**src/rtl/exc_pkg.sv**
```systemverilog
// exc_pkg -- shared definitions for the exception commit block.
//   * MIPS ExcCode values emitted on exc_code
//   * bit positions of the synchronous request vector exc_req_m
//   * commit FSM state encoding
//   * default exception entry vector
//   * resolve(): priority encoder that selects the winning exception source
package exc_pkg;

  // ExcCode values written to Cause.ExcCode
  localparam logic [4:0] EXC_INT  = 5'd0;
  localparam logic [4:0] EXC_ADEL = 5'd4;
  localparam logic [4:0] EXC_ADES = 5'd5;
  localparam logic [4:0] EXC_SYS  = 5'd8;
  localparam logic [4:0] EXC_BP   = 5'd9;
  localparam logic [4:0] EXC_RI   = 5'd10;
  localparam logic [4:0] EXC_OV   = 5'd12;

  // Bit positions inside exc_req_m
  localparam int SRC_RI      = 0;
  localparam int SRC_SYS     = 1;
  localparam int SRC_BP      = 2;
  localparam int SRC_OV      = 3;
  localparam int SRC_ADEL_LD = 4;
  localparam int SRC_ADES    = 5;
  localparam int SRC_ERET    = 6;
  localparam int NUM_SRC     = 7;

  localparam logic [31:0] EXC_VECTOR_DEFAULT = 32'hBFC00380;

  typedef enum logic [1:0] {
    ST_IDLE   = 2'd0,
    ST_COMMIT = 2'd1,
    ST_FLUSH  = 2'd2
  } state_t;

  // Outcome of the priority resolution for one MEM-stage instruction
  typedef struct packed {
    logic        hit;      // some source (exception or ERET) is active
    logic        is_eret;  // winner is ERET rather than an exception
    logic [4:0]  code;     // ExcCode of the winner (0 when ERET)
    logic        bva_we;   // winner loads BadVAddr
    logic [31:0] bva;      // BadVAddr value
  } resolve_t;

  // Priority: Int > AdEL-fetch > RI > SYS > BP > OV > AdEL-load > AdES > ERET.
  // ERET is therefore only honoured when nothing else is pending, and a
  // misaligned ERET naturally turns into an AdEL-fetch.
  function automatic resolve_t resolve(
    input logic                int_pend,
    input logic                pc_misaligned,
    input logic [NUM_SRC-1:0]  req,
    input logic [31:0]         pc,
    input logic [31:0]         addr
  );
    resolve_t r;
    r     = '0;
    r.hit = 1'b1;
    if (int_pend) begin
      r.code = EXC_INT;
    end else if (pc_misaligned) begin
      r.code   = EXC_ADEL;
      r.bva_we = 1'b1;
      r.bva    = pc;
    end else if (req[SRC_RI]) begin
      r.code = EXC_RI;
    end else if (req[SRC_SYS]) begin
      r.code = EXC_SYS;
    end else if (req[SRC_BP]) begin
      r.code = EXC_BP;
    end else if (req[SRC_OV]) begin
      r.code = EXC_OV;
    end else if (req[SRC_ADEL_LD]) begin
      r.code   = EXC_ADEL;
      r.bva_we = 1'b1;
      r.bva    = addr;
    end else if (req[SRC_ADES]) begin
      r.code   = EXC_ADES;
      r.bva_we = 1'b1;
      r.bva    = addr;
    end else if (req[SRC_ERET]) begin
      r.is_eret = 1'b1;
    end else begin
      r.hit = 1'b0;
    end
    return r;
  endfunction

endpackage

```
**src/rtl/int_sync.sv**
```systemverilog
// int_sync -- two-flop synchronizer for a bundle of asynchronous level
// signals (hardware interrupt lines). Each bit is synchronized independently;
// interrupt lines are levels, so no multi-bit coherency is needed.
//   clk      : rising-edge clock
//   rst      : synchronous active-high reset, clears both flop stages
//   async_in : asynchronous inputs
//   sync_out : synchronized outputs, two cycles of latency
module int_sync #(
  parameter int WIDTH = 6
) (
  input  logic             clk,
  input  logic             rst,
  input  logic [WIDTH-1:0] async_in,
  output logic [WIDTH-1:0] sync_out
);

  logic [WIDTH-1:0] meta_reg;
  logic [WIDTH-1:0] sync_reg;

  always_ff @(posedge clk) begin
    if (rst) begin
      meta_reg <= '0;
      sync_reg <= '0;
    end else begin
      meta_reg <= async_in;
      sync_reg <= meta_reg;
    end
  end

  assign sync_out = sync_reg;

endmodule

```
**src/rtl/exc_commit.sv**
```systemverilog
// exc_commit -- exception / ERET commit unit at the MEM stage.
// Synchronizes the hardware interrupt lines, resolves the highest-priority
// exception source of the MEM instruction, and drives a registered commit
// handshake to CP0 plus a pipeline flush / fetch redirect.
//
// Ports
//   clk, rst        : clock, synchronous active-high reset
//   valid_m,stall_m : MEM instruction valid / MEM stalled (no commit)
//   pc_m, in_ds_m   : MEM PC and branch-delay-slot flag
//   exc_req_m[6:0]  : RI, SYS, BP, OV, AdEL-load, AdES, ERET requests
//   addr_m          : data address of the MEM load/store
//   hw_int          : asynchronous hardware interrupt lines
//   cp0_status      : Status (IM=[15:8], EXL=[1], IE=[0])
//   cp0_cause_ip    : software interrupt bits Cause.IP[1:0]
//   cp0_epc         : current EPC, target of ERET
//   ip_sync         : synchronized interrupt lines for Cause.IP[7:2]
//   exc_valid       : one-cycle exception commit pulse
//   exc_code, exc_epc, exc_bd : Cause.ExcCode, EPC, Cause.BD to write
//   badvaddr_we, badvaddr     : BadVAddr write enable / value
//   eret_valid      : one-cycle ERET commit pulse
//   flush, new_pc   : pipeline flush and redirect target
//   busy            : FSM not idle
module exc_commit
  import exc_pkg::*;
#(
  parameter int          NUM_HW_INT   = 6,
  parameter int          FLUSH_CYCLES = 1,
  parameter logic [31:0] EXC_VECTOR   = EXC_VECTOR_DEFAULT
) (
  input  logic                  clk,
  input  logic                  rst,
  input  logic                  valid_m,
  input  logic                  stall_m,
  input  logic [31:0]           pc_m,
  input  logic                  in_ds_m,
  input  logic [NUM_SRC-1:0]    exc_req_m,
  input  logic [31:0]           addr_m,
  input  logic [NUM_HW_INT-1:0] hw_int,
  input  logic [31:0]           cp0_status,
  input  logic [1:0]            cp0_cause_ip,
  input  logic [31:0]           cp0_epc,
  output logic [NUM_HW_INT-1:0] ip_sync,
  output logic                  exc_valid,
  output logic [4:0]            exc_code,
  output logic [31:0]           exc_epc,
  output logic                  exc_bd,
  output logic                  badvaddr_we,
  output logic [31:0]           badvaddr,
  output logic                  eret_valid,
  output logic                  flush,
  output logic [31:0]           new_pc,
  output logic                  busy
);

  // Remaining FLUSH-state cycles after COMMIT; COMMIT itself is the first
  // flush cycle, so FLUSH lasts FLUSH_CYCLES-1 cycles.
  localparam logic [3:0] FLUSH_LOAD = (FLUSH_CYCLES > 1) ? 4'(FLUSH_CYCLES - 2) : 4'd0;

  state_t      state_reg;
  logic [3:0]  flush_cnt_reg;

  logic        exc_valid_reg;
  logic        eret_valid_reg;
  logic [4:0]  exc_code_reg;
  logic [31:0] exc_epc_reg;
  logic        exc_bd_reg;
  logic        badvaddr_we_reg;
  logic [31:0] badvaddr_reg;
  logic        flush_reg;
  logic [31:0] new_pc_reg;

  logic [7:0]  ip_all;
  logic        int_pend;
  logic        pc_misaligned;
  logic        accept;
  logic [31:0] epc_next;
  resolve_t    res;

  // Interrupt synchronizer
  int_sync #(
    .WIDTH (NUM_HW_INT)
  ) u_int_sync (
    .clk      (clk),
    .rst      (rst),
    .async_in (hw_int),
    .sync_out (ip_sync)
  );

  // Cause.IP[7:0] view; lines above NUM_HW_INT+1 read as zero.
  always_comb begin
    ip_all                   = '0;
    ip_all[NUM_HW_INT+1:0]   = {ip_sync, cp0_cause_ip};
  end

  assign int_pend      = (|(ip_all & cp0_status[15:8])) && !cp0_status[1] && cp0_status[0];
  assign pc_misaligned = (pc_m[1:0] != 2'b00);
  assign accept        = (state_reg == ST_IDLE) && valid_m && !stall_m;
  // Delay-slot instructions restart at the branch, one word earlier.
  assign epc_next      = in_ds_m ? (pc_m - 32'd4) : pc_m;
  assign res           = resolve(int_pend, pc_misaligned, exc_req_m, pc_m, addr_m);

  always_ff @(posedge clk) begin
    if (rst) begin
      state_reg       <= ST_IDLE;
      flush_cnt_reg   <= '0;
      exc_valid_reg   <= 1'b0;
      eret_valid_reg  <= 1'b0;
      exc_code_reg    <= '0;
      exc_epc_reg     <= '0;
      exc_bd_reg      <= 1'b0;
      badvaddr_we_reg <= 1'b0;
      badvaddr_reg    <= '0;
      flush_reg       <= 1'b0;
      new_pc_reg      <= '0;
    end else begin
      // Commit strobes are only ever high for the single COMMIT cycle.
      exc_valid_reg   <= 1'b0;
      eret_valid_reg  <= 1'b0;
      badvaddr_we_reg <= 1'b0;
      case (state_reg)
        ST_IDLE: begin
          if (accept && res.hit) begin
            state_reg       <= ST_COMMIT;
            exc_valid_reg   <= !res.is_eret;
            eret_valid_reg  <= res.is_eret;
            exc_code_reg    <= res.code;
            exc_epc_reg     <= epc_next;
            exc_bd_reg      <= in_ds_m;
            badvaddr_we_reg <= res.bva_we;
            badvaddr_reg    <= res.bva;
            flush_reg       <= 1'b1;
            // ERET target is captured now so later CP0 writes cannot move it.
            new_pc_reg      <= res.is_eret ? cp0_epc : EXC_VECTOR;
          end
        end
        ST_COMMIT: begin
          if (FLUSH_CYCLES == 1) begin
            state_reg <= ST_IDLE;
            flush_reg <= 1'b0;
          end else begin
            state_reg     <= ST_FLUSH;
            flush_cnt_reg <= FLUSH_LOAD;
          end
        end
        ST_FLUSH: begin
          if (flush_cnt_reg == 4'd0) begin
            state_reg <= ST_IDLE;
            flush_reg <= 1'b0;
          end else begin
            flush_cnt_reg <= flush_cnt_reg - 4'd1;
          end
        end
        default: begin
          state_reg <= ST_IDLE;
          flush_reg <= 1'b0;
        end
      endcase
    end
  end

  assign exc_valid   = exc_valid_reg;
  assign eret_valid  = eret_valid_reg;
  assign exc_code    = exc_code_reg;
  assign exc_epc     = exc_epc_reg;
  assign exc_bd      = exc_bd_reg;
  assign badvaddr_we = badvaddr_we_reg;
  assign badvaddr    = badvaddr_reg;
  assign flush       = flush_reg;
  assign new_pc      = new_pc_reg;
  assign busy        = (state_reg != ST_IDLE);

  // Status bits outside IM/EXL/IE are not relevant to interrupt masking.
  logic unused_status;
  assign unused_status = &{1'b0, cp0_status[31:16], cp0_status[7:2]};

endmodule

```
**config.mk**
```make
export PLATFORM = sky130hd
export DESIGN_NAME = exc_commit
export DESIGN_NICKNAME = d
export VERILOG_FILES = /design/src/rtl/exc_pkg.sv /design/src/rtl/int_sync.sv /design/src/rtl/exc_commit.sv
export SDC_FILE = /design/constraint.sdc
export NUM_CORES = 1
export LEC_CHECK = 0
export BUFFER_PORTS_ARGS = -buffer_cell sky130_fd_sc_hd__buf_2
export CAP_MARGIN = 25
export CORE_ASPECT_RATIO = 1.5
export CORE_MARGIN = 2
export CORE_UTILIZATION = 50
export CTS_CLUSTER_SIZE = 8
export DETAILED_ROUTE_END_ITERATION = 6
export PLACE_DENSITY = 0.94
export SLEW_MARGIN = 20
export SYNTH_ARGS = -nofsm -noshare
export SYNTH_HDL_FRONTEND = slang
export SYNTH_HIERARCHICAL = 1
export SYNTH_SLANG_ARGS = --single-unit
```
**constraint.sdc**
```tcl
create_clock -name clk -period 3.5 [get_ports clk]
set_input_delay 0.35 -clock clk [delete_from_list [all_inputs] [get_ports clk]]
set_output_delay 0.35 -clock clk [all_outputs]
set_load 0.005 [all_outputs]
```
Yosys cells after proc, flatten, opt, wreduce, memory -nomap -nowiden:

Cells that the tools add are included.

* output and inout port bits: 113
* memories kept: 0
* memory bits (read-only): 0
* memory bits (writable): 0
* bits in registers: 124
* latch bits: 0

* mux-type cells: 30
* add/subtract/negate cells: 2
* divide/modulo/power cells: 0
* reduce and logical (&&, ||, !) cells: 18
* bitwise logic cells: 4
* multipliers: 0
* equality and inequality tests: 3
* $lt $le $gt $ge: 0
* shift-type cells: 0

Operators by type and width (number)
* $mux W33: 4
* $mux W32: 3
* $mux W36: 2
* $mux W37: 1
* $sub A32 B3 Y32 const B: 1
* $mux W2: 10
* $mux W4: 5
* $and A8 B8 Y8: 1
* $reduce_or A8 Y1: 1
* $reduce_and A2 Y1: 3
* $logic_and A1 B1 Y1: 5
* $logic_not A4 Y1: 1
* $pmux W2 S2: 1
* $reduce_bool A2 Y1: 2
* $reduce_or A4 Y1: 1
* $sub A4 B1 Y4 const B: 1
* $logic_not A1 Y1: 3
* $mux W1: 3
* $not A1 Y1: 3
* $reduce_or A3 Y1: 1
* $eq A2 B2 Y1 const B: 1
* $logic_not A2 Y1: 1
* $ne A2 B1 Y1 const B: 1
* $ne A2 B2 Y1 const B: 1
* $pmux W1 S2: 1

Longest topological paths before layout:

* depth after elaboration: 12
* depth in mapped cells: 7
* mapped depth without buffers: 6

Modules after synthesis:

The synthesis kept the hierarchy.

Modules (own cells, without submodules)
* exc_commit: area each 5101.1 µm², times used 1, cells each 553
* int_sync: area each 366.6 µm², times used 1, cells each 25

Worst setup path before layout:

OpenSTA, ideal clock, no wires.

* path kind: input to register
* from: input port pc_m[8]
* to: register exc_epc_reg[17] (netlist: exc_epc[17])
* required time: 3.409 ns
* library setup time: 0.091 ns
* setup slack: 1.341 ns
* arrival time: 2.068 ns
* stages: 5
* cells stage by stage: or4_1 > buf_2 > or3_1 > or4_1 > a311oi_1

* cells in the longest elaborated chain, start to end: 2

Ends and longest elaborated chain
* from (decl): RTL line exc_commit.sv:34 `input logic [31:0] pc_m,`
* $sub A32 B3 Y32: RTL line exc_commit.sv:99 `assign epc_next = in_ds_m ? (pc_m - 32'd4) : pc_m;`
* $mux W32: RTL line exc_commit.sv:99
* to (signal assigned): RTL line exc_commit.sv:127 `exc_epc_reg <= epc_next;`
* to (decl): RTL line exc_commit.sv:65 `logic [31:0] exc_epc_reg;`

Every way passes these cells.
A chain may end at the register's enable or synchronous reset.

Final worst setup path:

* from: register u_int_sync.sync_reg[0] (netlist: u_int_sync/sync_out[0])
* to: register new_pc_reg[9] (netlist: new_pc[9])

* cells in the longest elaborated chain, start to end: 7
* elaborated cells between the ends (all ways): 8
* those cells by class: mux: 2; bitwise: 1; reduce/logical: 5

Ends and longest elaborated chain
* from (decl): RTL line int_sync.sv:18 `logic [WIDTH-1:0] sync_reg;`
* from (signal assigned): RTL line int_sync.sv:26 `sync_reg <= meta_reg;`
* $and A8 B8 Y8 (*): RTL line exc_commit.sv:95 `assign int_pend = (|(ip_all & cp0_status[15:8])) && !cp0_status[1] && cp0_status[0];`
* $reduce_or A8 Y1 (*): RTL line exc_commit.sv:95
* $logic_and A1 B1 Y1 (*) (2 in series): RTL line exc_commit.sv:95
* $mux W2 (*): RTL line exc_pkg.sv:58 `if (int_pend) begin`
* $logic_and A1 B1 Y1: RTL line exc_commit.sv:122 `if (accept && res.hit) begin`
* $reduce_and A2 Y1 (no source line)
* to (signal assigned): RTL line exc_commit.sv:133 `new_pc_reg <= res.is_eret ? cp0_epc : EXC_VECTOR;`
* to (decl): RTL line exc_commit.sv:70 `logic [31:0] new_pc_reg;`

Every way passes the cells marked *; elsewhere a longest branch is shown, timed or not.

==> key figures <==
Outcome
  – Outcome: completed

Synth
  – FF+latch count, synth: 117
  – Count leader, synth: dfxtp_1
  – Async set-reset flop share out of synthesis: 0%
  – Syn Nets: approximately 730
  – Cells after Synth: ~580
  – Yosys top cell by area: dfxtp_1
  – Top cells by count, synth: dfxtp_1, clkbuf_1, a211oi_1
  – Ys flop type: dfxtp_1
  – Post-synth EDFFs: 0
  – Synth top area share: between 40% and 50%
  – Syn_area_per_cell: 9.46 um2
  – Cell area after synthesis: roughly 0.0055 mm2
  – Synth cell types: 51
  – Ranking of synthesized cells by area: dfxtp_1, a211oi_1, o211ai_1
  – Fraction of the yosys area taken by sequential cells: 42.8%
  – Ys Warns: 6

Setup path
  – CP startpoint kind: flip-flop
  – CP Data Required Time: between 3 and 4 ns
  – Crit path DAT: 2.71 ns
  – CP Max Fanout: 26
  – Flop2flop setup slack: approximately 1.1 ns
  – R2R depth: 4
  – FF-to-FF End: new_pc[9]$_SDFFE_PP0P_
  – Crit path capture type: flip-flop
  – R2R Path Start: u_int_sync/sync_out[0]$_SDFF_PP0_
  – Setup CP Type: flip-flop to flip-flop

STA
  – Fin. max-slew vios: 0
  – Final worst-path cycle share: 69.1%
  – Slew HR: 40.2%
  – RSZ-0062 raised after global routing: false
  – Final Hold Viols: 0
  – Post-route clock skew: 0.00580 ns
  – Slew at the pin closest to its max-slew limit: 0.898 ns
  – FMAX: 414 MHz
  – Final-report setup violation count: 0
  – Final worst path period need: 2.42 ns
  – Final setup TNS: 0 ns

Placed design
  – IO buf count: 237
  – Dpl cells: 907
  – Gpl congestion: 0.952
  – Hpwl dp: 12600 um

Min path
  – HP Start: cp0_epc[19]
  – Hold path cells: 2
  – Hold EP: new_pc[19]$_SDFFE_PP0P_
  – Worst hold path class: primary input to flip-flop

Clock network
  – Post-CTS resize count: 0
  – CTS tree: built
  – Worst-Skew Late Latency: 0.40 ns
  – Postcts setup bufs: 0
  – Hold Buf Count CTS: 0
  – Worst-path clk slew: 0.06 ns
  – Root Buffer: clkbuf_16
  – Num CTS Buffers: 17
  – H-Tree Depth: 4
  – Clock sink total: 117
  – Clock buffer depth: 2

Detailed routing
  – Antenna viol nets, final: 0
  – DR vias/cell: 6.16
  – WL final: 17800 um
  – Iteration-0 DRC Markers: 407
  – # DRC: 0
  – Avg WL per Cell: 18.9 um
  – Total number of vias: roughly 5800
  – Drt pass-1 iters: 5

Global route
  – Congestion Overflow GR: 0
  – Largest net degree at the start of global routing: 74
  – Met3 Use GR: 5.95%
  – Initial antenna violation count: 0
  – Global Route met1 Usage: 36.1%
  – Gr usage total: 29.6%
  – First-pass GRT wire length: 27500 um
  – Grt peak-use layer: met2
  – GR Util met2: 48.8%
  – Vias in the first global route: 5400

Floorplan
  – Starting density of the core: 51.6%
  – Chip Height: 132 um
  – Die ar.: 0.0118 mm2
  – Io pins: 261
  – Core Area: 0.0106 mm2
  – Die Width: just under 90 um
  – Row Count: 46

Final layout
  – Nets: 932
  – Share of layout cells above drive strength 1: 40.6%
  – Area grow syn2layout: 35.4%
  – Diode count: 0
  – Post-route insts no fill: 940

Pwr
  – Clk pwr share: 50.0%
  – P_sw: 944 uW
  – Power density over the cells: 516 mW/mm2
  – P_leak: 3.20 nW
  – Sequential power share: 37.5%
  – Comb power frac: 12.5%
  – Internal power: 2.87 mW
  – Net Sw Frac: 24.7%
  – Worst vdd ir: 0.392 mV

Flow run
  – MaxCap Viol Count: 0
cell usage in the layout (no fill, tap or decap), types with 12 or more instances in the layout:
master     count
a211oi_1      39
o221a_2       12
buf_2        237
inv_1         23
dfxtp_1      117
a22o_1        24
clkbuf_16     17
o2bb2ai_1     13
o41ai_1       21
o21ai_0       22
buf_4         15
or4_1         18
mux2i_1       13
a311oi_1      19
a21oi_1       30
o211ai_1      33
nand3_1       20
or3_1         12
how the worst max path moves through the flow:
stage,from,to,slack [ns],depth (start not counted)
after CTS,flush$_SDFFE_PP0P_,exc_epc[26]$_SDFFE_PP0P_,0.94,3
after detailed placement,exc_req_m[2],new_pc[9]$_SDFFE_PP0P_,0.83,5
after floorplan,pc_m[8],exc_epc[17]$_SDFFE_PP0P_,1.34,5
after global placement,exc_req_m[2],new_pc[23]$_SDFFE_PP0P_,0.85,5
after global routing,flush$_SDFFE_PP0P_,badvaddr[25]$_SDFFE_PP0P_,0.92,4
final,u_int_sync/sync_out[0]$_SDFF_PP0_,new_pc[9]$_SDFFE_PP0P_,1.08,4
power groups by stage:
stage | clock network (mW) | logic [mW] | registers, mW
detailed placement | 0 | 0.466 | 1.46
global route | 1.99 | 0.521 | 1.44
CTS | 1.93 | 0.468 | 1.43
global placement | 0 | 0.456 | 1.46
finish | 1.91 | 0.478 | 1.43
floorplan | 0 | 0.238 | 1.46
through the flow:
| step | total power, mW | hold WS, ns | utilization, % | setup slack (ns) | area [um2] |
|---|---|---|---|---|---|
| floorplan | 1.70 | 0.415 | - | 1.34 | 5470 |
| global placement | 1.91 | 0.418 | 63.5 | 0.851 | 6720 |
| detailed placement | 1.92 | 0.439 | 63.5 | 0.828 | 6720 |
| CTS | 3.83 | 0.140 | 69.6 | 0.938 | 7370 |
| global route | 3.94 | 0.150 | 69.9 | 0.916 | 7400 |
| finish | 3.82 | 0.155 | 69.9 | 1.08 | 7400 |
worst max-delay path, cell delays in order, from the launching register on:
cell and delay, ns:
dfxtp_1 0.31, a22o_1 0.27, o41a_2 0.75, or3_1 0.64
o221a_2 0.32
cells by family (layout without fill, tap and decap cells):
family / Yosys count / in the layout / share of synthesized area (%)
AOI/OAI and AO/OA: 231 / 231 / 32.3
DFF: 117 / 117 / 42.8
and+or+nand+nor: 115 / 115 / 13.9
buffers and inverters: 90 / 308 / 6.66
muxes: 13 / 13 / 2.38
xor gates and xnor gates: 10 / 10 / 1.60
adders and majority gates: 1 / 1 / 0.229
other: 1 / 1 / 0.0686
cell type report:
| cell class | instances | area (um2) |
|---|---|---|
| Clock buffer | 18 | 429 |
| Timing Repair Buffer | 253 | 1330 |
| Inverter | 23 | 86.3 |
| Tap cell | 144 | 180 |
| Clock inverter | 14 | 224 |
| Fill cell | 863 | 3190 |
| Sequential cell | 117 | 2340 |
| Multi-Input combinational cell | 371 | 2810 |
routing by layer:
metal  wire (um)  vias up
met3        1240       66
met4         696        0
met5           0        -
met1        6710     2719
li1            -     2686
met2        9120      324
Power figures use the tool's default switching activity.
